===== src/rtl/cd_multi_channel.sv =====
// Multi-channel programmable clock divider with per-channel enable and tick.
// Divisor writes are staged and applied only at a period boundary.
module cd_multi_channel #(
    parameter int NUM_CH    = 4,
    parameter int CNT_W     = 16,
    parameter int DIV_RESET = 2,
    localparam int CH_W     = (NUM_CH > 1) ? $clog2(NUM_CH) : 1
) (
    input  logic              clk,
    input  logic              rst_n,
    input  logic [NUM_CH-1:0] ch_en,
    input  logic              cfg_wr,
    input  logic [CH_W-1:0]   cfg_ch,
    input  logic [CNT_W-1:0]  cfg_div,
    output logic [NUM_CH-1:0] clk_out,
    output logic [NUM_CH-1:0] tick,
    output logic [NUM_CH-1:0] pending,
    output logic              cfg_err
);

    logic w_ch_ok;
    logic w_div_ok;
    logic w_wr_ok;
    logic r_err;

    assign w_ch_ok  = ({1'b0, cfg_ch} < (CH_W + 1)'(NUM_CH));
    assign w_div_ok = (cfg_div >= CNT_W'(2));
    assign w_wr_ok  = cfg_wr && w_ch_ok && w_div_ok;

    always_ff @(posedge clk or negedge rst_n) begin
        if (!rst_n) begin
            r_err <= 1'b0;
        end else begin
            r_err <= cfg_wr && !w_ch_ok;
            if (cfg_wr && !w_div_ok)
                r_err <= 1'b1;
        end
    end

    assign cfg_err = r_err;

    for (genvar g = 0; g < NUM_CH; g++) begin : g_ch
        logic [CNT_W-1:0] r_div;
        logic [CNT_W-1:0] r_cnt;
        logic [CNT_W-1:0] r_pdiv;
        logic             r_act;
        logic             r_pend;
        logic             r_clk;
        logic             r_tick;

        logic [CNT_W-1:0] w_div_n;
        logic [CNT_W-1:0] w_cnt_n;
        logic [CNT_W-1:0] w_pdiv_n;
        logic [CNT_W-1:0] w_h_n;
        logic             w_act_n;
        logic             w_pend_n;
        logic             w_wrap;
        logic             w_wr;

        assign w_wr   = w_wr_ok && (cfg_ch == CH_W'(g));
        assign w_wrap = (r_cnt == r_div - CNT_W'(1));

        always_comb begin
            w_div_n  = r_div;
            w_cnt_n  = r_cnt;
            w_pdiv_n = r_pdiv;
            w_act_n  = r_act;
            w_pend_n = r_pend;
            if (!ch_en[g]) begin
                w_act_n = 1'b0;
                w_cnt_n = '0;
                if (r_pend) begin
                    w_div_n  = r_pdiv;
                    w_pend_n = 1'b0;
                end
            end else if (!r_act) begin
                w_act_n = 1'b1;
                w_cnt_n = '0;
            end else if (w_wrap) begin
                w_cnt_n = '0;
                if (r_pend) begin
                    w_div_n  = r_pdiv;
                    w_pend_n = 1'b0;
                end
            end else begin
                w_cnt_n = r_cnt + CNT_W'(1);
            end
            // A write landing on a boundary stays staged for the next one.
            if (w_wr) begin
                w_pdiv_n = cfg_div;
                w_pend_n = 1'b1;
            end
        end

        // ceil(D/2) without needing a wider adder
        assign w_h_n = (w_div_n >> 1) + CNT_W'(w_div_n[0]);

        always_ff @(posedge clk or negedge rst_n) begin
            if (!rst_n) begin
                r_div  <= CNT_W'(DIV_RESET);
                r_cnt  <= '0;
                r_pdiv <= '0;
                r_act  <= 1'b0;
                r_pend <= 1'b0;
                r_clk  <= 1'b0;
                r_tick <= 1'b0;
            end else begin
                r_div  <= w_div_n;
                r_cnt  <= w_cnt_n;
                r_pdiv <= w_pdiv_n;
                r_act  <= w_act_n;
                r_pend <= w_pend_n;
                r_clk  <= w_act_n && (w_cnt_n < w_h_n);
                r_tick <= w_act_n && (w_cnt_n == w_div_n - CNT_W'(1));
            end
        end

        assign clk_out[g] = r_clk;
        assign tick[g]    = r_tick;
        assign pending[g] = r_pend;
    end

endmodule


===== config.mk =====
export PLATFORM = sky130hd
export DESIGN_NAME = cd_multi_channel
export DESIGN_NICKNAME = d
export VERILOG_FILES = /design/src/rtl/cd_multi_channel.sv
export SDC_FILE = /design/constraint.sdc
export NUM_CORES = 1
export LEC_CHECK = 0
export ABC_AREA = 1
export BUFFER_PORTS_ARGS = -buffer_cell sky130_fd_sc_hd__buf_4
export CORE_ASPECT_RATIO = 0.8
export CORE_MARGIN = 3
export CORE_UTILIZATION = 40
export DETAILED_ROUTE_END_ITERATION = 7
export GPL_TIMING_DRIVEN = 1
export PLACE_DENSITY = 0.58
export SYNTH_ARGS = -nofsm -noshare
export SYNTH_HDL_FRONTEND = slang
export SYNTH_SLANG_ARGS = --single-unit

===== constraint.sdc =====
create_clock -name clk -period 9.6 [get_ports clk]
set_input_delay 0.96 -clock clk [delete_from_list [all_inputs] [get_ports clk]]
set_output_delay 0.96 -clock clk [all_outputs]
set_load 0.02 [all_outputs]

Yosys cells after proc, flatten, opt, wreduce, memory -nomap -nowiden. Index checks and enable logic that the tools add are counted.

Input bits: 25. Register bits after elaboration: 209. Output and inout port bits: 13.

Multiplexer cells: 49. Add/subtract/negate cells: 16. Equal/unequal tests: 19. Reduce and logical (&&, ||, !) cells: 20. Magnitude comparators: 5.

Operators by type and width (count): $mux W16 (28); $eq A16 B16 Y1 (8); $sub A16 B1 Y16 const B (8); $add A15 B1 Y16 (4); $add A16 B1 Y16 const B (4); $lt A16 B16 Y1 (4); $ne A3 B1 Y1 const B (8); $mux W1 (21); $ge A16 B2 Y1 const B (1); $logic_and A1 B1 Y1 (14); $reduce_and A2 Y1 (4); $eq A2 B2 Y1 const B (2); $eq A2 B1 Y1 const B (1); $logic_not A2 Y1 (1); $logic_not A1 Y1 (1).

Longest topological paths before layout.
Depth in word-level cells: 8. Depth in mapped cells: 32. Depth with buffers taken out: 32.

Worst setup path after synthesis. Ideal clock, no wire load.

Path kind: flip-flop to flip-flop. From: register g_ch[0].r_div[1]. To: register g_ch[0].r_clk. Data required time: 9.471 ns. Path slack: 5.900 ns. Clock period less this slack: 3.700 ns. Cell stages (with the launch flop): 29. Buffers on the path: 0. Data arrival time: 3.571 ns. Path through: dfstp_2 -> inv_1 -> ha_1 -> xnor2_1 -> nor2_1 -> nand3_1 -> nor2_1 -> nand2_1 -> nor2_1 -> nand3_2 -> nand2_2 -> nand3_4 -> nand2_1 -> nand2_1 -> nor2_1 -> nand4_4 -> nor2_4 -> inv_2 -> nor3_4 -> nand2_1 -> nand2_1 -> nand2_1 -> ha_1 -> nand2_1 -> nor2_1 -> a211oi_1 -> o21a_1 -> o21ai_0 -> a21oi_1.

Longest elaborated chain between the ends: 8. Elaborated cells on any way between the ends: 12. Classes of those cells: add/sub (2); order compare (1); eq/ne (1); mux (7); reduce/logical (1).

RTL lines: start, declared (line 43) `logic [CNT_W-1:0] r_div;`; start signal, assigned (line 100) `r_div <= CNT_W'(DIV_RESET);`; start signal, assigned (line 108) `r_div <= w_div_n;`; $sub A16 B1 Y16 (line 61) `assign w_wrap = (r_cnt == r_div - CNT_W'(1));`; $eq A16 B16 Y1 (line 61); $mux W16 (line 79) `end else if (w_wrap) begin`; $mux W16 (line 76) `end else if (!r_act) begin`; $mux W16 (line 69) `if (!ch_en[g]) begin`; $add A15 B1 Y16 (line 96) `assign w_h_n = (w_div_n >> 1) + CNT_W'(w_div_n[0]);`; $lt A16 B16 Y1 * (line 113) `r_clk <= w_act_n && (w_cnt_n < w_h_n);`; $logic_and A1 B1 Y1 * (line 113); end signal, assigned (line 113); end, declared (line 48) `logic r_clk;`.

Mark *: on every way between the ends. The rest lies on a longest branch, timed or not. A chain may end at the register's enable or synchronous reset.

Final worst setup path.
From: register g_ch[0].r_div[0]. To: register g_ch[0].r_clk.

Longest elaborated chain between the ends: 8. Elaborated cells on any way between the ends: 12. Classes of those cells: add/sub (2); order compare (1); eq/ne (1); mux (7); reduce/logical (1).

RTL lines: $sub A16 B1 Y16 (line 61); $eq A16 B16 Y1 (line 61); $mux W16 (line 79); $mux W16 (line 76); $mux W16 * (line 69); via g_ch[0].w_div_n[0] (line 51) `logic [CNT_W-1:0] w_div_n;`; $add A15 B1 Y16 * (line 96); $lt A16 B16 Y1 * (line 113); $logic_and A1 B1 Y1 * (line 113).

The timed path passes the listed nets; every way through them passes the cells marked *.

==> metrics.md <==
| Metric | Value |
|---|---|
| Status | finished clean |
| Via count | about 16k |
| CP max stage cell | dfrtp_1 |
| # IOs | 38 |
| #FFs+latches synth | 209 |
| Worst ir drop on vdd | about 0.12 mV |
| Maximum number of pins on one net before global-route repair | 96 |
| Clock skew | 16.3 ps |
| DRT Pass-1 Iters | 5 |
| Crit. End Element | flip-flop |
| Mapped Area | 0.0173 mm2 |
| Die Y | slightly below 200 um |
| Initial core utilization | 0.410 |
| First-pass GRT wire length | between 70000 and 80000 um |
| Post-route setup TNS | 0 ps |
| Worst R2R Path Depth | 28 |
| P_leak | 9.65 nW |
| Initial antenna violation count | 0 |
| Antenna cells | 0 |
| Hold Violations, Final | 0 |
| Worst reg2reg endpoint | g_ch[0].r_clk |
| EDFF count, synth | 0 |
| Root Buffer | clkbuf_16 |
| Layout cell share with drive strength beyond 1 | 0.111 |
| Synth top area cells | dfrtp_1 30%, nand2_1 19%, nand3_1 6.6% |
| Total GRT Usage | 0.209 |
| Setup CP Type | flip-flop to flip-flop |
| Die area | 0.0459 mm2 |
| Nets | ~2.7k |
| CP Launch Type | flip-flop |
| Final Power | just under 4 mW |
| Port-buffer cells | 37 |
| GRT Residual Overflow | 0 |
| RR Startpoint | g_ch[0].r_div[0] |
| Commonest non-fill, non-tap cell in the layout | nand2_1 |
| Commonest non-fill, non-tap cells in the layout | 857 x nand2_1, 284 x inv_1, 246 x nor2_1, 228 x nand3_1, 205 x dfrtp_1 |
| Final antenna-violating net count | 0 |
| Cell Rows | between 60 and 70 |
| Die width | roughly 240 um |
| Min cycle time layout | roughly 4800 ps |
| Worst-path clk slew | around 60 ps |
| Core ar. | around 0.042 mm2 |
| Hold WC Path Type | primary input to async pin |
| CTS Buf Count | 24 |
| Placement Setup Slack | roughly 4900 ps |
| Share of the yosys chip area belonging to registers | 0.302 |
| GPL Wtd Cong | around 0.9 |
| Post-DP HPWL | 37800 um |
| Crit path capture | g_ch[0].r_clk |
| Asr flop ratio synth | 1.00 |
| Iteration-0 DRC Markers | 1317 |
| Critical Path AT | about 5200 ps |
| Syn Inst Count | 2580 |
| Clock Tree Buf Depth | 3 |
| DRC violations left | 0 |
| Final worst slack | between 4000 and 5000 ps |
| CP dominant cell by count | nand2_1 |
| CTS tree | done |
| CP peak stage delay | around 420 ps |
| Unrepaired setup endpoints after global routing | no |
| Avg WL per Cell | approximately 15 um |
| Mean Syn Cell Area | a little under 7 um2 |
| FF-to-FF setup slack | ~4800 ps |
| Yosys warns | 0 |
| Max-cap viol count | 0 |
| Worst Path Required | 10000 ps |
| Period Utilization, post-route | 0.496 |
| Worst slew margin | 0.277 |
| Sink Count | 209 |
| Synth Net Count | 2673 |
| Setup crit start | g_ch[0].r_div[0] |
| Post-CTS Resized | 0 |
| Final setup fails | 0 |
| Post-synth top area cell | dfrtp_1 |
| Drt via density | between 5 and 6 |
| Area delta synth->final | 8.62% |
| Number of global-route vias before repair | ~15k |
| Power per Cell Area | between 200 and 250 mW/mm2 |
| Clk_lat worst skew | around 530 ps |
| Total Wirelength | ~48000 um |
| Most used DFF post-synth | dfrtp_1 |
| Yosys top cell area share | 0.296 |
| Setup Buffers After CTS | 0 |
| Achievable clock frequency | 0.210 GHz |
| H-Tree Depth | 1 |
| Netlist cell types | 54 |
| Worst slew pin tran | around 1100 ps |
| Post-cts hold buffer count | 0 |
| CP max FO | 28 |
| Max-slew violations | 0 |
cell usage after synthesis, types with 13 or more instances:
cell,instances
a21oi_1,27
buf_4,15
buf_6,13
clkbuf_1,21
dfrtp_1,205
ha_1,68
inv_1,284
inv_2,33
nand2_1,857
nand2_2,50
nand3_1,228
nand3_2,17
nand3b_1,36
nand4_1,45
nor2_1,246
nor2_2,32
nor2_4,23
nor3_1,22
o21ai_0,116
xnor2_1,47
xor2_1,79
flip-flops by register name, indices dropped and copies added (netlist names):
name	flops
cfg_err	1
g_ch.r_act	4
g_ch.r_clk	4
g_ch.r_cnt	64
g_ch.r_div	64
g_ch.r_pdiv	64
g_ch.r_pend	4
g_ch.r_tick	4
where the power goes:
part | total, mW | internal, mW | switching (mW)
Combinational | 1.67 | 0.547 | 1.12
Clock | 1.01 | 0.622 | 0.393
Sequential | 1.17 | 1.01 | 0.166
per-layer routing:
| layer | global-route usage | wire (um) | share of wire | vias up |
|---|---|---|---|---|
| li1 | - | - | - | 8200 |
| met1 | 0.328 | 24900 | 0.52 | 7288 |
| met2 | 0.311 | 19600 | 0.41 | 383 |
| met3 | 0.0203 | 2490 | 0.052 | 60 |
| met4 | 0.0423 | 986 | 0.021 | 0 |
| met5 | 0 | 0 | 0 | - |
kinds of logic after synthesis:
group,after synthesis,synth area share
AO/OA/AOI/OAI,194,0.0658
XOR/XNOR,129,0.0675
adder cells (fa/ha/maj),68,0.0490
buffers and inverters,382,0.0923
flip-flops,209,0.302
AND/OR/NAND/NOR,1598,0.424
worst max-delay path: cells and delay by family, from the launching register on:
family	cells	cell delay, ps
and+or+nand+nor	19	2780
AOI/OAI and AO/OA	5	750
adders and majority gates	2	540
buffers and inverters	2	160
DFF	1	420
final cells by class:
| type | instances | area (um2) |
|---|---|---|
| clock buffer | 31 | 698 |
| clock inverter | 13 | 178 |
| fill | 4330 | 23500 |
| inverter | 322 | 1210 |
| multi-input combinational | 1989 | 10500 |
| sequential | 209 | 5240 |
| tap | 552 | 691 |
| timing repair buffer | 41 | 315 |
worst min-delay path by stage:
stage	from	to	slack, ps	cells after the start
after global placement	g_ch[1].r_pdiv[14]	g_ch[1].r_pdiv[14]	470	2
after floorplan	g_ch[2].r_pdiv[2]	g_ch[2].r_pdiv[2]	440	2
after CTS	rst_n	g_ch[0].r_cnt[14]	480	1
after detailed placement	g_ch[0].r_pdiv[12]	g_ch[0].r_pdiv[12]	470	2
final	rst_n	g_ch[0].r_tick	450	1
after global routing	rst_n	g_ch[0].r_tick	520	1
through the flow:
step                      instances  instance area, um2  utilization  hold WS [ps]
after floorplan                2580               17300            -           444
after global placement         3113               18000        0.424           467
after detailed placement       3113               18000        0.424           473
after CTS                      3157               18800        0.445           483
after global routing           3157               18800        0.445           517
final                          3157               18800        0.445           453
Note: power is estimated with default switching activity, not from simulation.
